<file path="src/rtl/vga_layer_renderer.sv">
// -----------------------------------------------------------------------------
// vga_layer_renderer
//
// Purpose:
//   Two-stage pixel renderer. It draws one player box and NUM_OBST obstacle
//   boxes, each with its own enable, over a background colour. It also records
//   which obstacles overlapped the player during a frame, for the game FSM.
//   The block sits between the VGA timing generator and the DAC/VGA pins.
//
//   Stage 1 registers the hit tests for the player and for every obstacle, plus
//   active_pixels. Stage 2 registers the resolved colour and pix_valid.
//   Latency from x/y/active_pixels to RGB/pix_valid is exactly 2 clocks.
//
// Optional build macro:
//   VGA_RENDER_OUTLINE_EN - When defined, obstacle pixels on the outermost
//                           row or column of their box render white. Interior
//                           obstacle pixels render OBST_RGB.
//
// Ports:
//   clk            in   pixel clock
//   rst_n          in   asynchronous active-low reset
//   x, y           in   current pixel column / row
//   active_pixels  in   high inside the visible region
//   frame_start    in   one-cycle pulse at the first pixel of each frame
//   player_x       in   player left edge
//   obstacle_x/y   in   packed obstacle left/top edges;
//                       obstacle i is in slice [i*COORD_W +: COORD_W]
//   obstacle_w/h   in   packed obstacle widths/heights
//   obstacle_en    in   per-obstacle enable
//   VGA_R/G/B      out  registered colour; 0 during blanking
//   pix_valid      out  active_pixels aligned with RGB
//   collision      out  player overlapped any obstacle in the previous frame
//   collision_mask out  per-obstacle overlap flags for the previous frame
// -----------------------------------------------------------------------------
module vga_layer_renderer #(
  parameter int          NUM_OBST    = 4,
  parameter int          COORD_W     = 10,
  parameter int          BOX_WIDTH   = 30,
  parameter int          BOX_HEIGHT  = 30,
  parameter int          BOX_Y_START = 315,
  parameter logic [23:0] BG_RGB      = 24'h506070,
  parameter logic [23:0] PLAYER_RGB  = 24'hFF0000,
  parameter logic [23:0] OBST_RGB    = 24'h00FF00
) (
  input  logic                         clk,
  input  logic                         rst_n,
  input  logic [COORD_W-1:0]           x,
  input  logic [COORD_W-1:0]           y,
  input  logic                         active_pixels,
  input  logic                         frame_start,
  input  logic [COORD_W-1:0]           player_x,
  input  logic [NUM_OBST*COORD_W-1:0]  obstacle_x,
  input  logic [NUM_OBST*COORD_W-1:0]  obstacle_y,
  input  logic [NUM_OBST*COORD_W-1:0]  obstacle_w,
  input  logic [NUM_OBST*COORD_W-1:0]  obstacle_h,
  input  logic [NUM_OBST-1:0]          obstacle_en,
  output logic [7:0]                   VGA_R,
  output logic [7:0]                   VGA_G,
  output logic [7:0]                   VGA_B,
  output logic                         pix_valid,
  output logic                         collision,
  output logic [NUM_OBST-1:0]          collision_mask
);

  // Edge + size sums use one extra bit, so a box that runs past the top of the
  // coordinate range is clipped instead of wrapping back to small coordinates.
  localparam int XW = COORD_W + 1;
  localparam logic [XW-1:0] C_PW     = XW'(BOX_WIDTH);
  localparam logic [XW-1:0] C_PY_TOP = XW'(BOX_Y_START);
  localparam logic [XW-1:0] C_PY_BOT = XW'(BOX_Y_START + BOX_HEIGHT);

  logic [XW-1:0]       w_x_ext;
  logic [XW-1:0]       w_y_ext;
  logic [XW-1:0]       w_px_l;
  logic [XW-1:0]       w_px_r;
  logic                w_player_hit;
  logic [NUM_OBST-1:0] w_obst_hit;

  // Stage-1 registers
  logic                r_s1_active;
  logic                r_s1_player;
  logic [NUM_OBST-1:0] r_s1_obst;

  // Stage-2 / output registers
  logic [23:0]         w_rgb_next;
  logic [23:0]         r_rgb;
  logic                r_pix_valid;

  // Collision accumulator
  logic [NUM_OBST-1:0] w_hit_now;
  logic [NUM_OBST-1:0] w_acc_merged;
  logic [NUM_OBST-1:0] r_acc_mask;
  logic [NUM_OBST-1:0] r_collision_mask;
  logic                r_collision;

`ifdef VGA_RENDER_OUTLINE_EN
  logic [NUM_OBST-1:0] w_obst_edge;
  logic [NUM_OBST-1:0] r_s1_edge;
`endif

  assign w_x_ext = {1'b0, x};
  assign w_y_ext = {1'b0, y};
  assign w_px_l  = {1'b0, player_x};
  assign w_px_r  = w_px_l + C_PW;

  assign w_player_hit = (w_x_ext >= w_px_l)   && (w_x_ext < w_px_r) &&
                        (w_y_ext >= C_PY_TOP) && (w_y_ext < C_PY_BOT);

  // Per-obstacle hit test using half-open bounds [left, left+w) x [top, top+h).
  // A zero size gives an empty range, so that obstacle covers no pixel.
  generate
    for (genvar gi = 0; gi < NUM_OBST; gi++) begin : g_obst
      logic [XW-1:0] w_l;
      logic [XW-1:0] w_r;
      logic [XW-1:0] w_t;
      logic [XW-1:0] w_b;

      assign w_l = {1'b0, obstacle_x[gi*COORD_W +: COORD_W]};
      assign w_t = {1'b0, obstacle_y[gi*COORD_W +: COORD_W]};
      assign w_r = w_l + {1'b0, obstacle_w[gi*COORD_W +: COORD_W]};
      assign w_b = w_t + {1'b0, obstacle_h[gi*COORD_W +: COORD_W]};

      assign w_obst_hit[gi] = obstacle_en[gi] &&
                              (w_x_ext >= w_l) && (w_x_ext < w_r) &&
                              (w_y_ext >= w_t) && (w_y_ext < w_b);

`ifdef VGA_RENDER_OUTLINE_EN
      // Only qualified by the hit. The r-1 / b-1 terms are then meaningful
      // because the hit already guarantees a non-empty box.
      assign w_obst_edge[gi] = w_obst_hit[gi] &&
                               ((w_x_ext == w_l) || (w_x_ext == w_r - XW'(1)) ||
                                (w_y_ext == w_t) || (w_y_ext == w_b - XW'(1)));
`endif
    end
  endgenerate

  // Stage 1
  always_ff @(posedge clk or negedge rst_n) begin
    if (!rst_n) begin
      r_s1_active <= 1'b0;
      r_s1_player <= 1'b0;
      r_s1_obst   <= '0;
`ifdef VGA_RENDER_OUTLINE_EN
      r_s1_edge   <= '0;
`endif
    end else begin
      r_s1_active <= active_pixels;
      r_s1_player <= w_player_hit;
      r_s1_obst   <= w_obst_hit;
`ifdef VGA_RENDER_OUTLINE_EN
      r_s1_edge   <= w_obst_edge;
`endif
    end
  end

  // Colour resolution: blanking > player > obstacle > background.
  always_comb begin
    w_rgb_next = 24'h000000;
    if (r_s1_active) begin
      if (r_s1_player) begin
        w_rgb_next = PLAYER_RGB;
      end else if (|r_s1_obst) begin
`ifdef VGA_RENDER_OUTLINE_EN
        // If any covering obstacle has its border here, the pixel is white.
        w_rgb_next = (|r_s1_edge) ? 24'hFFFFFF : OBST_RGB;
`else
        w_rgb_next = OBST_RGB;
`endif
      end else begin
        w_rgb_next = BG_RGB;
      end
    end
  end

  // Stage 2
  always_ff @(posedge clk or negedge rst_n) begin
    if (!rst_n) begin
      r_rgb       <= 24'h000000;
      r_pix_valid <= 1'b0;
    end else begin
      r_rgb       <= w_rgb_next;
      r_pix_valid <= r_s1_active;
    end
  end

  // A hit is recorded only for visible pixels. A hit that arrives in the same
  // cycle as frame_start is merged into the frame that is closing.
  assign w_hit_now    = r_s1_active ? (r_s1_obst & {NUM_OBST{r_s1_player}}) : '0;
  assign w_acc_merged = r_acc_mask | w_hit_now;

  always_ff @(posedge clk or negedge rst_n) begin
    if (!rst_n) begin
      r_acc_mask       <= '0;
      r_collision_mask <= '0;
      r_collision      <= 1'b0;
    end else if (frame_start) begin
      r_collision_mask <= w_acc_merged;
      r_collision      <= |w_acc_merged;
      r_acc_mask       <= '0;
    end else begin
      r_acc_mask       <= w_acc_merged;
    end
  end

  assign VGA_R          = r_rgb[23:16];
  assign VGA_G          = r_rgb[15:8];
  assign VGA_B          = r_rgb[7:0];
  assign pix_valid      = r_pix_valid;
  assign collision      = r_collision;
  assign collision_mask = r_collision_mask;

endmodule

</file>
<file path="config.mk">
export PLATFORM = sky130hd
export DESIGN_NAME = vga_layer_renderer
export DESIGN_NICKNAME = d
export VERILOG_FILES = /design/src/rtl/vga_layer_renderer.sv
export SDC_FILE = /design/constraint.sdc
export NUM_CORES = 1
export LEC_CHECK = 0
export ABC_AREA = 0
export BUFFER_PORTS_ARGS = -buffer_cell sky130_fd_sc_hd__buf_2
export CORE_MARGIN = 1
export CORE_UTILIZATION = 45
export CTS_CLUSTER_DIAMETER = 60
export CTS_CLUSTER_SIZE = 40
export DETAILED_ROUTE_END_ITERATION = 10
export HOLD_SLACK_MARGIN = 0.03
export PLACE_DENSITY = 0.71
export SETUP_SLACK_MARGIN = 0.02
export SYNTH_ARGS = -nofsm -noshare
export SYNTH_HDL_FRONTEND = slang
export SYNTH_SLANG_ARGS = --single-unit
</file>
<file path="constraint.sdc">
create_clock -name clk -period 1.6 [get_ports clk]
set_input_delay 0.16 -clock clk [delete_from_list [all_inputs] [get_ports clk]]
set_output_delay 0.16 -clock clk [all_outputs]
set_load 0.01 [all_outputs]
</file>
==> metrics.sh <==
NUM_ROWS=47
FINAL_COMMON_CELL='sky130_fd_sc_hd__buf_4'
POST_SYNTH.CELL_AREA_AVG_UM2=8.19
SWITCHING_SHARE=0.416
CRITICAL_PATH_CLASS='in -> reg'
P_INT_uW=3140
GRT_FIRST_PASS_WIRELENGTH_UM=38200
CLOCK.FMAX_MHz=372
DETAILEDROUTE.FIRSTPASSITERATIONCOUNT=4
DETAILED_ROUTE_DRC_ERROR_COUNT=0
WORSTPATHREQUIRED_NS=1.79
CLOCK_SINK_COUNT=21
GLOBAL_ROUTE.OVERFLOW_TOTAL=0
RSZ0062_AT_GRT='yes'
SYNTH_SEQ_AREA_SHARE=0.0672
CRITICAL_PATH_BUF_INV_COUNT=1
SYNTH.LARGEST_AREA_CELL='sky130_fd_sc_hd__ha_1'
SLEW_VIOL_FINAL=0
SYNTH_ASYNC_SR_FLOP_SHARE=1.00
GRT_PASS1_VIAS=8596
YOSYS_MOST_USED_DFF='sky130_fd_sc_hd__dfrtp_1'
CLOCK_TREE.ROOT_CELL='sky130_fd_sc_hd__clkbuf_16'
FINAL_UTIL=0.695
SYN2LAYOUT_AREA_GROWTH_PCT=48.9
VIOLATIONS='setup timing'
FINALHOLDVIOLCOUNT=0
ROUTED_WIRELENGTH_UM=23800
DP.FINAL_HPWL_UM=20600
CELLLEAKAGEPOWER_uW=0.00636
GRT_MAX_DEGREE=22
FINISH.NET_COUNT=1880
ROUTEDWLPERCELL_UM=14.5
DESIGN.CORE.AREA_MM2=0.0168
MAXCAPVIOLCOUNT=0
SYNTH_CELL_TYPE_COUNT=56
PATH_CELLS='buf_6 -> ha_4 -> fa_2 -> a21oi_2 -> o211ai_1 -> o41ai_2 -> xor2_1 -> ha_1 -> a2111oi_4 -> o21ai_1 -> o221ai_2 -> o2111ai_2 -> a21oi_2'
POST_SYNTH_INSTANCE_AREA_MM2=0.00782
POST_LAYOUT_NONFILLER_INSTANCES=1643
LAYOUT-DRIVE-GT1-SHARE=0.393
CRITICAL-PATH-TOP-DELAY-FAMILY='compound AO/OA/AOI/OAI gates'
POSTPLACECELLAREA_MM2=0.0110
GRT_ANTENNA_BEFORE_REPAIR=3
RUN_STATUS='finished with violations'
CHIPHEIGHT_UM=134
VIAS_PER_CELL=5.22
WORSTPATHMAXFANOUT=2
PWR_CELL_AREA_mW_PER_MM2=462
CTS_HTREE_LEVELS=1
CRITICAL_PATH.ENDPOINT_TYPE='flop'
ANT_NETS=0
MOST-COMMON-LAYOUT-CELLS='250 x sky130_fd_sc_hd__buf_4, 236 x sky130_fd_sc_hd__ha_1, 210 x sky130_fd_sc_hd__buf_2, 104 x sky130_fd_sc_hd__inv_1, 59 x sky130_fd_sc_hd__a21oi_1'
PWR-SHARE-CLK=0.102
TOTAL_POWER_uW=5380
DESIGN.DIE.AREA_MM2=0.0179
YOSYSWARNINGS=0
PLACED_CELLS_INCL_TAPS=1619
WORST_IR_DROP_VDD_mV=0.351
SKEW_NS=0.00147
GLOBALROUTETOTALUTIL=0.261
FINALWEIGHTEDCONGESTION=0.885
PATH_CLK_SLEW_NS=0.06
POWER_FRAC_COMB=0.790
POWER_FRAC_SEQ=0.108
CLOCK_TREE_FROM_TRITONCTS='built'
SETUP.REG_TO_REG.WORST_SLACK_NS=0.30
FLOORPLAN.IO_PINS=228
SETUP_TNS_AFTER_FINAL_LAYOUT_NS=-4.18
DRT_FIRST_ITER_VIOLATIONS=229
BUFFER_PORTS.INSERTED=222
CRIT_PATH_TOP_DELAY_CELL='sky130_fd_sc_hd__o41ai_2'
SYNTH_ENABLE_FLOP_CELLS=0
TIMING.FINAL.CRIT_SHARE=1.68
CLASS_OF_THE_WORST_HOLD_PATH='in -> reg'
SYNTHCELLS=955
SETUP_WS_NS=-1.09
WORSTPATHARRIVAL_NS=2.88
INITIAL_CORE_UTIL=0.466
DIEWIDTH_UM=134
STARTPOINT_TYPE_OF_THE_WORST_SETUP_PATH='primary input'
INSERTION_DELAY_NS=0.26
CLOCKBUFFERDEPTH=2
VIA_COUNT=8572
SYNTH.TOP_CELL.AREA_SHARE=0.403
PERIOD_MINUS_SLACK_NS=2.69
POSTSYNTHREGISTERBITS=21
CRIT_PATH_FREQUENT_CELL='sky130_fd_sc_hd__a21oi_2'
SYNTHTOPCELLSBYAREA='sky130_fd_sc_hd__ha_1 40%, sky130_fd_sc_hd__dfrtp_1 6.7%, sky130_fd_sc_hd__inv_1 5.0%'
CRITPATHMAXSTAGEDELAY_NS=0.38
STDCELL_AREA_MM2=0.0116
TIMING.FINAL.SETUP_VIOLATIONS=5
CTS_INSERTED_BUFFERS=3
POWER.SWITCHING_uW=2240
[cell type report]
type,count,area [um^2]
Clock inverter,1,7.51
Antenna cell,2,5.00
Inverter,104,390
Sequential cell,21,526
Fill cell,1357,5120
Tap cell,220,275
Multi-Input combinational cell,813,7180
Clock buffer,3,75.1
Timing Repair Buffer,479,3180
[through the flow]
stage	setup WS, ns	hold WS (ns)
2_1_floorplan	-1.14	-0.136
3_3_place_gp	-1.46	0.156
3_5_place_dp	-1.51	0.156
4_1_cts	-1.24	0.181
5_1_grt	-1.20	0.200
6_report	-1.09	0.204
[sequential cells by signal, indices dropped and copies added (netlist names)]
register and cells:
r_s1_player 1, pix_valid 1, r_s1_active 1, r_acc_mask 4, collision 1, collision_mask 4
r_rgb 5, r_s1_obst 4
[cells in the mapped netlist (4+ instances only)]
cell type / count
sky130_fd_sc_hd__buf_4: 19
sky130_fd_sc_hd__dfrtp_1: 21
sky130_fd_sc_hd__nor2b_1: 11
sky130_fd_sc_hd__fa_1: 8
sky130_fd_sc_hd__nand2b_1: 23
sky130_fd_sc_hd__xor2_1: 44
sky130_fd_sc_hd__o21ai_0: 47
sky130_fd_sc_hd__o31ai_1: 4
sky130_fd_sc_hd__inv_1: 104
sky130_fd_sc_hd__a31o_2: 9
sky130_fd_sc_hd__nand4_1: 5
sky130_fd_sc_hd__o211ai_1: 22
sky130_fd_sc_hd__a2111oi_0: 7
sky130_fd_sc_hd__xnor2_1: 24
sky130_fd_sc_hd__o21a_1: 26
sky130_fd_sc_hd__a211o_1: 8
sky130_fd_sc_hd__ha_1: 252
sky130_fd_sc_hd__a21oi_1: 74
sky130_fd_sc_hd__nor2_1: 58
sky130_fd_sc_hd__a21o_1: 29
sky130_fd_sc_hd__nand2_1: 46
sky130_fd_sc_hd__a211oi_1: 13
sky130_fd_sc_hd__nand3_1: 11
sky130_fd_sc_hd__nor3_1: 29
sky130_fd_sc_hd__a31oi_1: 4
sky130_fd_sc_hd__a221oi_1: 4
sky130_fd_sc_hd__nor4_1: 8
[routing by layer]
layer,vias to the layer above,global-route usage,wire length (um)
li1,4431,-,-
met3,34,0.0325,1230
met4,2,0.0688,530
met1,3870,0.314,10300
met2,235,0.483,11700
met5,-,0,9
[worst register-to-register path, delay by kind of cell (launching register included)]
| family | cells | cell delay, ns |
|---|---|---|
| AOI/OAI and AO/OA | 1 | 0.07 |
| and+or+nand+nor | 2 | 0.66 |
| DFF | 1 | 0.44 |
[power by group through the flow]
stage	clock network [uW]	registers (uW)	logic (uW)
after floorplan	0	598	2280
after global placement	0	592	3760
after detailed placement	0	592	3900
after CTS	565	582	4090
after global routing	587	586	4770
final	549	582	4250
[cells by family (layout without fill, tap and decap cells)]
logic type               after synthesis  in the layout  synth area share
buffers and inverters                125            587            0.0691
other                                  1              7          0.000480
AO/OA/AOI/OAI                        273            273             0.235
AND/OR/NAND/NOR                      207            207             0.128
XOR/XNOR                              68             68            0.0762
adder cells (fa/ha/maj)              260            260             0.424
flip-flops                            21             21            0.0672
[path summary, 6_finish.rpt]
kind | from | to | cells past startpoint
max | obstacle_x[30] | r_s1_obst[3] | 13
min | obstacle_en[2] | r_s1_obst[2] | 3
max reg2reg | r_s1_obst[2] | collision | 3
min reg2reg | r_s1_active | pix_valid | 0
max in group asynchronous | rst_n | r_rgb[22] | 2
min in group asynchronous | rst_n | collision_mask[2] | 2
[repair_timing]
action,CTS,global route
setup endpoints to repair,5,5
pin swaps,32,33
hold buffers,2,0
gates resized for setup,35,36
setup buffers,14,3
hold endpoints to repair,22,0
Power figures use the tool's default switching activity.
